$ cat src/rtl/t5_mdsq_if.sv
// Decode-side operand bus and result/stall return path of the M-extension sequencer.
// The pipeline side is the master; the sequencer is the slave.
interface t5_mdsq_if #(
    parameter int XLEN = 32
);
    logic            sena;
    logic [4:0]      dopc;
    logic [6:0]      dfn7;
    logic [2:0]      dfn3;
    logic [XLEN-1:0] dop1;
    logic [XLEN-1:0] dop2;
    logic            xstl;
    logic [XLEN-1:0] xmdr;
    logic            xmdv;

    // No valid/ready handshake: an M op is accepted in any IDLE cycle with sena high,
    // the pipeline is held through xstl, and xmdv marks the single result cycle.
    modport master (
        output sena, dopc, dfn7, dfn3, dop1, dop2,
        input  xstl, xmdr, xmdv
    );

    modport slave (
        input  sena, dopc, dfn7, dfn3, dop1, dop2,
        output xstl, xmdr, xmdv
    );
endinterface

$ cat src/rtl/t5_mdsq.sv
// RV32M multiply/divide sequencer: 1 bit/cycle shift-add multiply and restoring divide,
// with magnitude conversion at start and sign correction in a FIX cycle.
module t5_mdsq #(
    parameter int XLEN = 32,
    parameter int ITER = 32
) (
    input  logic       sclk,
    input  logic       srst,
    t5_mdsq_if.slave   bus,
    output logic [1:0] state_dbg
);
    localparam int CW = $clog2(ITER);

    localparam logic [1:0] IDLE = 2'd0;
    localparam logic [1:0] BUSY = 2'd1;
    localparam logic [1:0] FIX  = 2'd2;
    localparam logic [1:0] DONE = 2'd3;

    logic [1:0]        state;
    logic [CW-1:0]     cnt;
    logic [2:0]        f3_q;
    logic              neg_q;
    logic [XLEN-1:0]   a_q;
    logic [XLEN-1:0]   b_q;
    logic [2*XLEN-1:0] acc;
    logic [XLEN-1:0]   res_q;

    logic              is_m, strt, op_div, a_sgn, b_sgn, sa, sb, neg_in;
    logic              div0, ovf, special;
    logic [XLEN-1:0]   a_abs, b_abs, special_res;
    logic              unused_dfn7;

    always_comb begin
        is_m    = (bus.dopc == 5'h0C) && bus.dfn7[0];
        strt    = (state == IDLE) && bus.sena && is_m;
        op_div  = bus.dfn3[2];
        a_sgn   = op_div ? !bus.dfn3[0] : (bus.dfn3 == 3'd1 || bus.dfn3 == 3'd2);
        b_sgn   = op_div ? !bus.dfn3[0] : (bus.dfn3 == 3'd1);
        sa      = a_sgn && bus.dop1[XLEN-1];
        sb      = b_sgn && bus.dop2[XLEN-1];
        a_abs   = sa ? -bus.dop1 : bus.dop1;
        b_abs   = sb ? -bus.dop2 : bus.dop2;
        // Remainder follows the dividend; product and quotient follow the sign difference.
        neg_in  = (op_div && bus.dfn3[1]) ? sa : (sa ^ sb);
        div0    = op_div && (bus.dop2 == '0);
        ovf     = op_div && !bus.dfn3[0] && (bus.dop1 == {1'b1, {(XLEN-1){1'b0}}})
                  && (bus.dop2 == '1);
        special = div0 || ovf;
        if (div0)
            special_res = bus.dfn3[1] ? bus.dop1 : '1;
        else
            special_res = bus.dfn3[1] ? '0 : {1'b1, {(XLEN-1){1'b0}}};
    end

    assign unused_dfn7 = ^bus.dfn7[6:1];

    logic [XLEN:0]     mul_sum;
    logic [2*XLEN-1:0] mul_next;
    logic [XLEN:0]     div_sh;
    logic              div_ge;
    logic [XLEN-1:0]   div_rem;
    logic [2*XLEN-1:0] div_next;
    logic [2*XLEN-1:0] prod;
    logic [XLEN-1:0]   quo, rem, fix_res;

    always_comb begin
        mul_sum  = {1'b0, acc[2*XLEN-1:XLEN]} + (acc[0] ? {1'b0, a_q} : '0);
        mul_next = {mul_sum, acc[XLEN-1:1]};
        // Partial remainder lives in the high word, dividend/quotient bits in the low word.
        div_sh   = {acc[2*XLEN-1:XLEN], acc[XLEN-1]};
        div_ge   = div_sh >= {1'b0, b_q};
        div_rem  = div_ge ? (div_sh[XLEN-1:0] - b_q) : div_sh[XLEN-1:0];
        div_next = {div_rem, acc[XLEN-2:0], div_ge};
        prod     = neg_q ? -acc : acc;
        quo      = neg_q ? -acc[XLEN-1:0] : acc[XLEN-1:0];
        rem      = neg_q ? -acc[2*XLEN-1:XLEN] : acc[2*XLEN-1:XLEN];
        case (f3_q)
            3'd0:       fix_res = prod[XLEN-1:0];
            3'd1, 3'd2,
            3'd3:       fix_res = prod[2*XLEN-1:XLEN];
            3'd4, 3'd5: fix_res = quo;
            default:    fix_res = rem;
        endcase
    end

    always_ff @(posedge sclk) begin
        if (srst) begin
            state <= IDLE;
            cnt   <= '0;
            f3_q  <= '0;
            neg_q <= 1'b0;
            a_q   <= '0;
            b_q   <= '0;
            acc   <= '0;
            res_q <= '0;
        end else if (bus.sena) begin
            case (state)
                IDLE: begin
                    if (strt) begin
                        f3_q  <= bus.dfn3;
                        neg_q <= neg_in;
                        a_q   <= a_abs;
                        b_q   <= b_abs;
                        acc   <= {{XLEN{1'b0}}, op_div ? a_abs : b_abs};
                        cnt   <= '0;
                        if (special) begin
                            res_q <= special_res;
                            state <= DONE;
                        end else begin
                            state <= BUSY;
                        end
                    end
                end
                BUSY: begin
                    acc <= f3_q[2] ? div_next : mul_next;
                    cnt <= cnt + 1'b1;
                    if (cnt == CW'(ITER - 1))
                        state <= FIX;
                end
                FIX: begin
                    res_q <= fix_res;
                    state <= DONE;
                end
                default: state <= IDLE;
            endcase
        end
    end

    assign bus.xstl = !srst && (strt || state == BUSY || state == FIX);
    assign bus.xmdv = (state == DONE);
    assign bus.xmdr = res_q;
    assign state_dbg = state;
endmodule

$ cat src/flat_wrapper.sv
// flat-port wrapper written by rule: the top's interface ports become plain ports
module t5_mdsq_flat 
#(
    parameter int XLEN = 32,
    parameter int ITER = 32
)
  (sclk, srst, state_dbg, bus_sena, bus_dopc, bus_dfn7, bus_dfn3, bus_dop1, bus_dop2, bus_xstl, bus_xmdr, bus_xmdv);
  t5_mdsq_if #(.XLEN(XLEN)) bus_i ();
  input  logic sclk;
  input  logic srst;
  output logic [1:0] state_dbg;
  input wire logic [$bits(bus_i.sena)-1:0] bus_sena;
  input wire logic [$bits(bus_i.dopc)-1:0] bus_dopc;
  input wire logic [$bits(bus_i.dfn7)-1:0] bus_dfn7;
  input wire logic [$bits(bus_i.dfn3)-1:0] bus_dfn3;
  input wire logic [$bits(bus_i.dop1)-1:0] bus_dop1;
  input wire logic [$bits(bus_i.dop2)-1:0] bus_dop2;
  output wire logic [$bits(bus_i.xstl)-1:0] bus_xstl;
  output wire logic [$bits(bus_i.xmdr)-1:0] bus_xmdr;
  output wire logic [$bits(bus_i.xmdv)-1:0] bus_xmdv;
  assign bus_i.sena = bus_sena;
  assign bus_i.dopc = bus_dopc;
  assign bus_i.dfn7 = bus_dfn7;
  assign bus_i.dfn3 = bus_dfn3;
  assign bus_i.dop1 = bus_dop1;
  assign bus_i.dop2 = bus_dop2;
  assign bus_xstl = bus_i.xstl;
  assign bus_xmdr = bus_i.xmdr;
  assign bus_xmdv = bus_i.xmdv;
  t5_mdsq #(.XLEN(XLEN), .ITER(ITER)) u_core (.sclk(sclk), .srst(srst), .bus(bus_i), .state_dbg(state_dbg));
endmodule
$ cat config.mk
export PLATFORM = sky130hd
export DESIGN_NAME = t5_mdsq_flat
export DESIGN_NICKNAME = d
export VERILOG_FILES = /design/src/rtl/t5_mdsq_if.sv /design/src/rtl/t5_mdsq.sv /design/src/flat_wrapper.sv
export SDC_FILE = /design/constraint.sdc
export NUM_CORES = 1
export LEC_CHECK = 0
export BUFFER_PORTS_ARGS = -buffer_cell sky130_fd_sc_hd__buf_4
export CORE_MARGIN = 2
export CORE_UTILIZATION = 43
export CTS_BUF_LIST = sky130_fd_sc_hd__clkbuf_8
export CTS_CLUSTER_DIAMETER = 150
export DETAILED_ROUTE_END_ITERATION = 7
export HOLD_SLACK_MARGIN = 0.1
export PLACE_DENSITY = 0.69
export SLEW_MARGIN = 20
export SYNTH_ARGS = -nofsm -noshare
export SYNTH_HDL_FRONTEND = slang
export SYNTH_SLANG_ARGS = --single-unit
$ cat constraint.sdc
create_clock -name sclk -period 4.9 [get_ports sclk]
set_clock_uncertainty 0.15 [all_clocks]
set_input_delay 0.98 -clock sclk [delete_from_list [all_inputs] [get_ports sclk]]
set_output_delay 0.98 -clock sclk [all_outputs]
set_load 0.05 [all_outputs]
== Yosys cells after proc, flatten, opt, wreduce, memory -nomap -nowiden ==
Cells that the tools add are included.

* Multiplexer cells: 27
* Order comparisons: 1
* Equality and inequality tests: 17
* Reductions and logical operators: 28
* Bitwise gates (word level): 1
* $add $sub $neg: 8

{| class="wikitable"
|+ Operator list
! operator !! number
|-
| $mux 32 || 12
|-
| $mux 64 || 3
|-
| $neg 32->32 || 4
|-
| $pmux 64 s2 || 1
|-
| $pmux 32 s3 || 1
|-
| $eq 32x32->1 const B || 2
|-
| $neg 64->64 || 1
|-
| $pmux 32 s2 || 1
|-
| $add 32x33->33 || 1
|-
| $ge 33x32->1 || 1
|-
| $logic_not 32->1 || 1
|-
| $sub 32x32->32 || 1
|-
| $logic_and 1x1->1 || 11
|-
| $pmux 5 s2 || 1
|-
| $eq 3x2->1 const B || 3
|-
| $reduce_and 3->1 || 3
|-
| $eq 3x1->1 const B || 2
|-
| $eq 3x3->1 const B || 2
|-
| $mux 2 || 3
|-
| $ne 2x1->1 const B || 3
|-
| $pmux 2 s3 || 1
|-
| $add 5x1->5 const B || 1
|-
| $eq 5x4->1 const B || 1
|-
| $eq 5x5->1 const B || 1
|-
| other kinds (13) || 21
|}

* Word-level logic and storage cells: 90
* Bits in registers: 171
* Output and inout bits: 36

== Depth between registers and ports, before layout ==
Gate-level depths: netlist (run 1).

* Word-level depth: 8
* Gate-level depth with buffers: 15
* Mapped depth without buffers: 13

== Worst setup path before layout (run 1) ==
OpenSTA, ideal clock, no wires.

* Path kind: in2out
* Start point: input bus_dopc[4]
* End point: output bus_xstl
* Stages on the path: 6
* Slack: 0.989 ns
* Path buffers: 2
* Data arrival time: 2.781 ns
* Path through: nand4b_1 nor3_1 nand3_1 clkbuf_1 clkbuf_1 a31oi_1

* Word-level cells in the longest chain between the ends: 6

{| class="wikitable"
|+ Ends and longest elaborated chain
! what !! RTL line !! source
|-
| from (decl) || flat_wrapper.sv:13 || <nowiki>input wire logic [$bits(bus_i.dopc)-1:0] bus_dopc;</nowiki>
|-
| $eq 5x4->1 || t5_mdsq.sv:34 || <nowiki>is_m = (bus.dopc == 5'h0C) && bus.dfn7[0];</nowiki>
|-
| $logic_and 1x1->1 || t5_mdsq.sv:34 ||
|-
| $logic_and 1x1->1 || t5_mdsq.sv:35 || <nowiki>strt = (state == IDLE) && bus.sena && is_m;</nowiki>
|-
| $logic_or 1x1->1 (2 in series) || t5_mdsq.sv:129 || <nowiki>assign bus.xstl = !srst && (strt || state == BUSY || state == FIX);</nowiki>
|-
| $logic_and 1x1->1 || t5_mdsq.sv:129 ||
|-
| to (decl) || flat_wrapper.sv:18 || <nowiki>output wire logic [$bits(bus_i.xstl)-1:0] bus_xstl;</nowiki>
|}

No other way between the ends.

== Worst setup path after layout (run 1) ==
* Start point: register u_core.acc[0]
* End point: register u_core.acc[57]

* Word-level cells in the longest chain between the ends: 4

{| class="wikitable"
|+ Ends and longest elaborated chain
! what !! RTL line !! source
|-
| from (decl) || t5_mdsq.sv:25 || <nowiki>logic [2*XLEN-1:0] acc;</nowiki>
|-
| from (signal assigned) || t5_mdsq.sv:104 || <nowiki>acc <= {{XLEN{1'b0}}, op_div ? a_abs : b_abs};</nowiki>
|-
| from (signal assigned) || t5_mdsq.sv:115 || <nowiki>acc <= f3_q[2] ? div_next : mul_next;</nowiki>
|-
| $mux 32 || t5_mdsq.sv:67 || <nowiki>mul_sum = {1'b0, acc[2*XLEN-1:XLEN]} + (acc[0] ? {1'b0, a_q} : '0);</nowiki>
|-
| $add 32x33->33 || t5_mdsq.sv:67 ||
|-
| $mux 64 || t5_mdsq.sv:115 ||
|-
| $pmux 64 s2 || t5_mdsq.sv:97 || <nowiki>case (state)</nowiki>
|}

No other way between the ends.
A chain may end at the register's enable or synchronous reset.

==> results of run 1 <==
## per-stage QoR
step	setup WS (ns)	total power, uW	area [sq um]
2_1_floorplan	0.9889	1734	15380
3_3_place_gp	0.7539	1953	16610
3_5_place_dp	0.6869	1957	16610
4_1_cts	0.8986	3032	17030
5_1_grt	0.5706	3139	17030
6_report	0.7962	3043	17030
## report_power, final
group	leakage, uW	switching (uW)	total (uW)	internal, uW
Combinational	0.00526	358	544	186
Clock	0.000212	599	1100	500
Sequential	0.00138	5.67	1400	1390
## Yosys cell counts (5+ instances only)
cell / number / area share, %
nand3_1: 25 / 0.81
a32oi_1: 6 / 0.34
and3_1: 13 / 0.53
nor2b_1: 14 / 0.57
clkbuf_1: 135 / 3.3
o21ai_1: 5 / 0.16
a311oi_1: 11 / 0.63
buf_1: 5 / 0.12
o211ai_1: 32 / 1.6
o22ai_1: 15 / 0.61
o21a_1: 14 / 0.68
inv_1: 77 / 1.9
nor2_1: 235 / 5.7
o21ai_0: 164 / 5.3
mux2_2: 24 / 1.8
and2_1: 38 / 1.5
a31oi_1: 17 / 0.69
a22oi_1: 15 / 0.73
a21o_1: 23 / 1.1
or4_1: 14 / 0.68
a211oi_1: 106 / 5.2
ha_1: 76 / 6.2
o221ai_1: 13 / 0.74
mux2i_1: 47 / 3.1
or3_1: 31 / 1.3
o41ai_1: 17 / 0.97
nor3_1: 65 / 2.1
a21oi_1: 176 / 5.7
dfxtp_1: 171 / 22
xor2_1: 74 / 4.2
nand4_1: 35 / 1.4
a221o_1: 5 / 0.33
o31a_1: 5 / 0.28
xnor2_1: 92 / 5.2
o21bai_1: 10 / 0.49
or2_2: 7 / 0.28
buf_2: 12 / 0.39
nor4_1: 15 / 0.61
nand2b_1: 11 / 0.45
o31ai_1: 33 / 1.6
nand2_1: 162 / 4.0
## worst max path at each step
stage	startpoint	end	slack, ns
final	u_core.acc[0]	u_core.acc[57]	0.80
after global routing	u_core.acc[47]	u_core.acc[51]	0.57
after CTS	u_core.acc[47]	u_core.acc[51]	0.90
after detailed placement	bus_dop1[1]	u_core.bus.xmdr[3]	0.69
after global placement	bus_dop1[1]	u_core.bus.xmdr[3]	0.75
after floorplan	bus_dopc[4]	bus_xstl	0.99
## sequential cells by signal, indices dropped and copies added (netlist names)
| signal | cells |
|---|---|
| u_core.acc | 64 |
| u_core.a_q | 32 |
| u_core.b_q | 32 |
| u_core.bus.xmdr | 32 |
| u_core.cnt | 5 |
| u_core.f3_q | 3 |
| u_core.state_dbg | 2 |
| u_core.neg_q | 1 |
## kinds of logic (layout without fill, tap and decap cells)
group                    after synthesis  count (layout)  share of synthesized area (%)
buffers and inverters                236             276                          6.078
multiplexers                          71              71                          4.817
AND/OR/NAND/NOR                      685             685                          21.10
AO/OA/AOI/OAI                        708             708                          29.85
adder cells (fa/ha/maj)               78              78                          6.444
XOR/XNOR                             166             166                          9.454
flip-flops                           171             171                          22.26
## per-layer routing
| metal | vias up | GRT usage, % | wire [microns] |
|---|---|---|---|
| met1 | 7995 | 42.37 | 25020 |
| met5 | - | 0 | 7 |
| met4 | 2 | 13.11 | 2422 |
| li1 | 7771 | - | - |
| met3 | 148 | 5.955 | 5537 |
| met2 | 872 | 47.73 | 25720 |
## area by class of cell
| class | instances | area, sq um |
|---|---|---|
| Clock buffer | 20 | 275.3 |
| Tap cell | 461 | 576.8 |
| Inverter | 79 | 296.5 |
| Timing Repair Buffer | 165 | 1264 |
| Multi-Input combinational cell | 1708 | 11050 |
| Fill cell | 3587 | 18370 |
| Clock inverter | 12 | 137.6 |
| Sequential cell | 171 | 3426 |
## worst reg2reg max path, cell delays in order (launching register included)
cell      delay (ns)
dfxtp_1         0.55
buf_4           0.34
nand2_1         0.14
fa_1            0.43
nand2b_1        0.19
a21oi_1         0.24
o2111a_1        0.29
o21ai_0         0.20
o21a_1          0.26
o31ai_1         0.55
a21oi_1         0.18
xnor2_1         0.18
a221o_1         0.30
==> reports/metrics.csv, run 1 <==
metric,value,unit
synth unique cells,78,
Overflow after GRT,0,
Worst Tran Pin Value,1.090,ns
"leading cell type in the layout, fill and taps excluded",nor2_1,
vias post-DR,16790,
CP Data Required Time,5.14,ns
Final Util,48.10,%
number of synthesized flops with an enable pin,0,
RSZ-0062 raised after global routing,no,
fin crit share,83.75,%
"flops & latches, synth",171,
worst skew pair latency,0.50,ns
via/cell ratio,6.417,
Reg2Reg Launch Point,u_core.acc[0],
"critical path, cell by cell",buf_4 > nand2_1 > fa_1 > nand2b_1 > a21oi_1 > o2111a_1 > o21ai_0 > o21a_1 > o31ai_1 > a21oi_1 > xnor2_1 > a221o_1,
Max Cap Viol,0,
post-CTS resize count,0,
ys flop type,dfxtp_1,
layout cells sized above 1,11.97,%
hold path start,u_core.a_q[0],
Leak,0.006852,uW
cell area after synthesis,15380,sq um
Syn. warnings,0,
Worst path top cell family by delay,compound AO/OA/AOI/OAI gates,
drt pass-1 iters,6,
CP max stage delay,0.55,ns
CP endpoint kind,register,
DRT antenna net count,0,
Final min period,4.104,ns
R2R setup slack,0.80,ns
setup bufs post-CTS,0,
H-tree Lvls,4,
pwr/cell area,178.7,nW/um^2
Slew headroom,27.31,%
Non-Filler Instances,2616,
Site Rows,69,
Post-CTS Hold Buffers,0,
drt total wl,58.71,mm
nets@finish,2302,
CTS tree,done,
dpl hpwl,45.56,mm
Ports,118,
Finish-stage setup viols,0,
DRT iter0 DRCs,2182,
endpoints failing hold,0,
clock root cell,clkbuf_8,
Layout area overhead,10.71,%
critical path type,register to register,
number of buffers added on ports,111,
startpoint types,register,
CP max stage cell,dfxtp_1,
initial core utilization,43.45,%
sequential share of the synthesized area,22.26,%
Final Slew Violations,0,
Min Hold Slack,0.3054,ns
gr usage total,31.03,%
Die Y,193.1,microns
HP Class,register to register,
Die ar.,37290,sq um
worst-path maximum fanout,30,
vias in the first global route,15290,
Worst VDD drop,0.1685,mV
"FFs w/ async S/R, synth",0,%
Syn Inst Count,2115,
Ant. Diodes,0,
CTS buffer count,17,
CP most frequent cell,a21oi_1,
Clock transition at path regs,0.10,ns
CP arrival,4.34,ns
global-route wire length before repair,88.06,mm
# DRC,0,
Mean Syn Cell Area,7.271,sq um
Reg-to-Reg End,u_core.acc[57],
Post-Place Cells,2584,
Worst Reg-to-Reg Cells,12,
status,"complete, no violations",
"commonest non-fill, non-tap cells in the layout","nor2_1 (234), a21oi_1 (176), dfxtp_1 (169), o21ai_0 (164), buf_4 (163)",
Synthesized Nets,2275,
Core Area,35400,sq um
CP Depth,12,
worst path bufs/invs,1,
Peak Freq,243.7,MHz
routability cong.,0.9859,
hold path cells,2,
CTS max path bufs,2,
initial antenna violation count,1,
Die X,193.1,microns
final setup TNS,0,ns
Hold EP,u_core.a_q[0],
WL per Instance,22.44,microns
CTS sink count,171,
largest net degree at the start of global routing,92,
Note: power is estimated with default switching activity, not from simulation.
==> inputs of run 2 (changes only) <==
PLACE_DENSITY = 0.72   (was 0.69)
clock period = 3.3 ns   (was 4.9 ns; I/O delays follow)
==> reports/metrics.csv, run 2 (synthesis gave the netlist of run 1 again) <==
metric,value,unit
DP Area,18280,sq um
CP endpoint kind,register,
initial core utilization,43.45,%
startpoint types,register,
Layout area overhead,24.00,%
drt pass-1 iters,5,
CP Data Required Time,3.52,ns
vias in the first global route,16460,
"leading cell type in the layout, fill and taps excluded",buf_4,
endpoints failing hold,0,
Final Slew Violations,0,
nets@finish,2522,
clock share of power,33.4,%
Sw Ratio,32.63,%
# DRC,0,
worst skew pair latency,0.53,ns
pwr/cell area,242.1,nW/um^2
DRT antenna net count,0,
CTS tree,done,
Reg2Reg Launch Point,u_core.acc[14],
layout cells sized above 1,22.23,%
via/cell ratio,6.307,
Min Hold Slack,0.2784,ns
DRT iter0 DRCs,2025,
met1 WL,27.57,mm
Die X,193.1,microns
hold path start,bus_dfn3[0],
Net Switching,1506,uW
metal3 WL,6.349,mm
global-route wire length before repair,95.94,mm
sequential fraction of design power,45.0,%
RSZ-0062 raised after global routing,yes,
HP Class,input pin to register,
Final WS setup,-0.09601,ns
max FFs per register,64,
R2R setup slack,-0.1,ns
vias post-DR,17890,
fin crit share,102.9,%
WL per Instance,22.86,microns
Final Util,53.87,%
largest register by flop count,u_core.acc,
Clock transition at path regs,0.10,ns
violated checks,setup timing,
Slew headroom,44.02,%
"commonest non-fill, non-tap cells in the layout","buf_4 (371), nor2_1 (233), a21oi_1 (166), dfxtp_1 (166), nand2_1 (162)",
CTS buffer count,17,
Final min period,3.396,ns
Leak,0.008004,uW
Peak Freq,294.5,MHz
number of buffers added on ports,111,
Top Metal Used,met4,
dpl hpwl,51.20,mm
Worst VDD drop,0.2728,mV
gr usage total,34.14,%
hold path cells,3,
Finish-stage setup viols,6,
final setup TNS,-0.2877,ns
Comb pwr share,21.6,%
Max Cap Viol,0,
Overflow after GRT,0,
CTS sink count,171,
initial antenna violation count,0,
Worst Reg-to-Reg Cells,10,
Reg-to-Reg End,u_core.bus.xmdr[31],
Post-Place Cells,2793,
routability cong.,1.025,
clock root cell,clkbuf_8,
Ports,118,
Core Area,35400,sq um
status,"complete, but fails checks",
CP arrival,3.62,ns
design area,19070,sq um
Die ar.,37290,sq um
CP Launch Point,u_core.acc[14],
Hold EP,u_core.f3_q[0],
P_int,3111,uW
H-tree Lvls,4,
Non-Filler Instances,2836,
Die Y,193.1,microns
CTS max path bufs,2,
Worst Tran Pin Value,0.8396,ns
met2 WL,27.31,mm
drt total wl,64.83,mm
Site Rows,69,
largest net degree at the start of global routing,91,
critical path type,register to register,
Ant. Diodes,0,
worst-path maximum fanout,5,
==> run 2: cell count changes in the layout (fill, tap and decap cells not counted), sizes merged <==
cell	delta
buf	+219
inv	+3
bufinv	-1
clkbuf	-1
==> run 2: worst max-delay path by stage <==
stage,endpoint,slack [ns]
after floorplan,u_core.acc[57],0.001
after global placement,u_core.acc[28],-0.16
after detailed placement,u_core.acc[15],-0.19
after CTS,u_core.bus.xmdr[31],-0.04
after global routing,u_core.bus.xmdr[31],-0.13
final,u_core.bus.xmdr[31],-0.1
==> run 2: metal layers <==
| layer | track usage, % | up-vias |
|---|---|---|
| li1 | - | 8230 |
| met1 | 46.22 | 8491 |
| met2 | 50.77 | 978 |
| met3 | 7.258 | 189 |
| met4 | 17.92 | 0 |
| met5 | 0 | - |
==> run 2: cell type report <==
class / instances / area (sq um)
Clock buffer: 18 / 247.7
Clock inverter: 14 / 131.4
Fill cell: 3446 / 16330
Inverter: 79 / 300.3
Multi-Input combinational cell: 1708 / 11360
Sequential cell: 171 / 3430
Tap cell: 461 / 576.8
Timing Repair Buffer: 385 / 3027
==> run 2: power by group through the flow <==
| stage | clock, uW | sequential (uW) | combinational [uW] |
|---|---|---|---|
| 6_report | 1540 | 2080 | 997 |
| 5_1_grt | 1630 | 2080 | 1040 |
| 4_1_cts | 1560 | 2080 | 929 |
| 3_5_place_dp | 0 | 2120 | 923 |
| 3_3_place_gp | 0 | 2120 | 915 |
| 2_1_floorplan | 0 | 2120 | 452 |
==> run 2: critical path, stage by stage, from the launching register on <==
cell      delay [ns]
dfxtp_2         0.33
or4_4           0.56
or4_4           0.53
or4_4           0.49
buf_4           0.17
o21ai_4         0.17
o21ai_1         0.08
a221oi_1        0.35
buf_4           0.19
a311o_1         0.15
a21oi_1         0.07
==> run 2: repair_timing <==
| item | CTS | global route |
|---|---|---|
| endpoints found under the setup margin | 31 | 54 |
| resized for setup | 14 | 64 |
| buffers inserted | 0 | 10 |
| hold buffers | 0 | 0 |
| gates cloned | 0 | 1 |
| pin swaps | 7 | 21 |
==> run 2: per-stage QoR <==
stage / worst slack (ns) / total power [uW]
after floorplan: 0.001400 / 2575
after global placement: -0.1635 / 3038
after detailed placement: -0.1868 / 3046
after CTS: -0.04114 / 4565
after global routing: -0.1269 / 4752
final: -0.09601 / 4617
==> inputs of run 3 (changes only) <==
GPL_TIMING_DRIVEN = 0   (was unset)
==> reports/metrics.csv, run 3 (synthesis gave the netlist of run 1 again) <==
metric,value,unit
Die Y,193.1,microns
Slew headroom,31.56,%
Die ar.,37290,sq um
Core Area,35400,sq um
# fillers,3551,
Worst Tran Pin Value,1.020,ns
violated checks,setup timing,
Net Switching,1701,uW
CTS tree,done,
endpoints failing hold,0,
Final Slew Violations,0,
Layout area overhead,20.50,%
DP Area,16810,sq um
CTS buffer count,17,
fin crit share,102.8,%
critical path type,register to register,
worst-path maximum fanout,5,
sequential fraction of design power,44.1,%
pwr/cell area,253.6,nW/um^2
worst skew pair latency,0.53,ns
Max Cap Viol,0,
initial core utilization,43.45,%
vias in the first global route,16350,
Die X,193.1,microns
Finish-stage setup viols,10,
P_int,2999,uW
CP arrival,3.63,ns
WL per Instance,27.00,microns
Ant. Diodes,0,
nets@finish,2432,
via/cell ratio,6.563,
Final min period,3.394,ns
Clock transition at path regs,0.11,ns
Sw Ratio,36.19,%
vias post-DR,18020,
largest net degree at the start of global routing,20,
gr usage total,38.72,%
startpoint types,register,
DRT antenna net count,0,
Ports,118,
Post-Place Cells,2685,
Site Rows,69,
CP endpoint kind,register,
Comb pwr share,21.5,%
Peak Freq,294.6,MHz
HP Class,input pin to register,
dpl hpwl,58.96,mm
number of buffers added on ports,109,
DRT iter0 DRCs,2260,
clock root cell,clkbuf_8,
largest register by flop count,u_core.acc,
Worst VDD drop,0.2677,mV
H-tree Lvls,4,
"commonest non-fill, non-tap cells in the layout","nor2_1 (230), nand2_1 (158), a21oi_1 (158), buf_4 (156), dfxtp_1 (148)",
CTS sink count,171,
CP Data Required Time,3.54,ns
design area,18530,sq um
Post-CTS Hold Buffers,0,
global-route wire length before repair,105.2,mm
RSZ-0062 raised after global routing,yes,
status,"complete, but fails checks",
CTS max path bufs,2,
Overflow after GRT,0,
Leak,0.007316,uW
initial antenna violation count,1,
# DRC,0,
clock share of power,34.4,%
routability cong.,1.079,
Non-Filler Instances,2746,
layout cells sized above 1,19.08,%
Final WS setup,-0.09393,ns
"leading cell type in the layout, fill and taps excluded",nor2_1,
drt total wl,74.13,mm
Min Hold Slack,0.2714,ns
max FFs per register,64,
drt pass-1 iters,7,
[run 3: cell count changes in the layout (fill, tap and decap cells not counted), moves of 8 or more]
| cell | previous run | this run |
|---|---|---|
| a21oi_1 | 166 | 158 |
| buf_2 | 0 | 12 |
| o21ai_0 | 152 | 141 |
| clkbuf_1 | 0 | 91 |
| ha_1 | 74 | 64 |
| buf_4 | 371 | 156 |
| dfxtp_2 | 5 | 14 |
| dfxtp_4 | 0 | 9 |
| dfxtp_1 | 166 | 148 |
| clkbuf_2 | 0 | 18 |
[run 3: cell type report]
class	instances	area [sq um]	share of cell area (%)
plain buffers	137	630.6	3.403
clock buffers	17	234.0	1.263
clock inverters	15	171.4	0.9250
inverters	79	301.5	1.627
multi-input cells	1708	11900	64.19
flip-flops and latches	171	3475	18.75
well taps	461	576.8	3.113
repair buffers	158	1247	6.732
[run 3: final timing paths]
check | startpoint | endpoint | slack (ns) | depth (start not counted)
setup / recovery | u_core.acc[10] | u_core.bus.xmdr[31] | -0.09 | 9
hold / removal | bus_dfn3[0] | u_core.f3_q[0] | 0.27 | 3
setup reg to reg | u_core.acc[10] | u_core.bus.xmdr[31] | -0.09 | 9
hold reg to reg | u_core.bus.xmdr[14] | u_core.bus.xmdr[14] | 0.31 | 2
[run 3: power groups by stage]
stage,Sequential (uW),Combinational (uW),Clock [uW]
after floorplan,2120,452,0
after global placement,2120,845,0
after detailed placement,2130,843,0
after CTS,2080,904,1600
after global routing,2070,1040,1680
final,2070,1010,1620
[run 3: metal layers]
| metal | GRT usage, % | up-vias | wire length, microns |
|---|---|---|---|
| li1 | - | 8058 | - |
| met1 | 51.89 | 8642 | 30940 |
| met2 | 57.64 | 1089 | 30640 |
| met3 | 10.91 | 231 | 8387 |
| met4 | 17.31 | 2 | 4148 |
| met5 | 0 | - | 18 |
[run 3: timing repair]
item	in CTS	in global routing
gates resized for setup	127	147
hold endpoints to repair	0	0
setup buffers	18	30
cloned	1	0
endpoints found under the setup margin	84	83
pin swaps	34	61
[run 3: worst max-delay path, stage by stage, from the launching register on]
cell	delay (ns)
dfxtp_4	0.38
or4_4	0.57
or3_4	0.36
or4_4	0.59
buf_12	0.17
o31ai_4	0.21
xnor2_2	0.14
a221oi_4	0.33
a311o_1	0.26
a21oi_1	0.09
[run 3: stage by stage]
step | utilization [%] | TNS (ns) | total power, uW | worst slack, ns
after global routing | 52.35 | -1.167 | 4794 | -0.1232
after floorplan | - | 0 | 2575 | 0.001400
after detailed placement | 47.50 | -111.75 | 2969 | -1.777
after global placement | 47.49 | -109.09 | 2969 | -1.748
after CTS | 50.28 | -0.3452 | 4582 | -0.08788
final | 52.35 | -0.4037 | 4700 | -0.09393
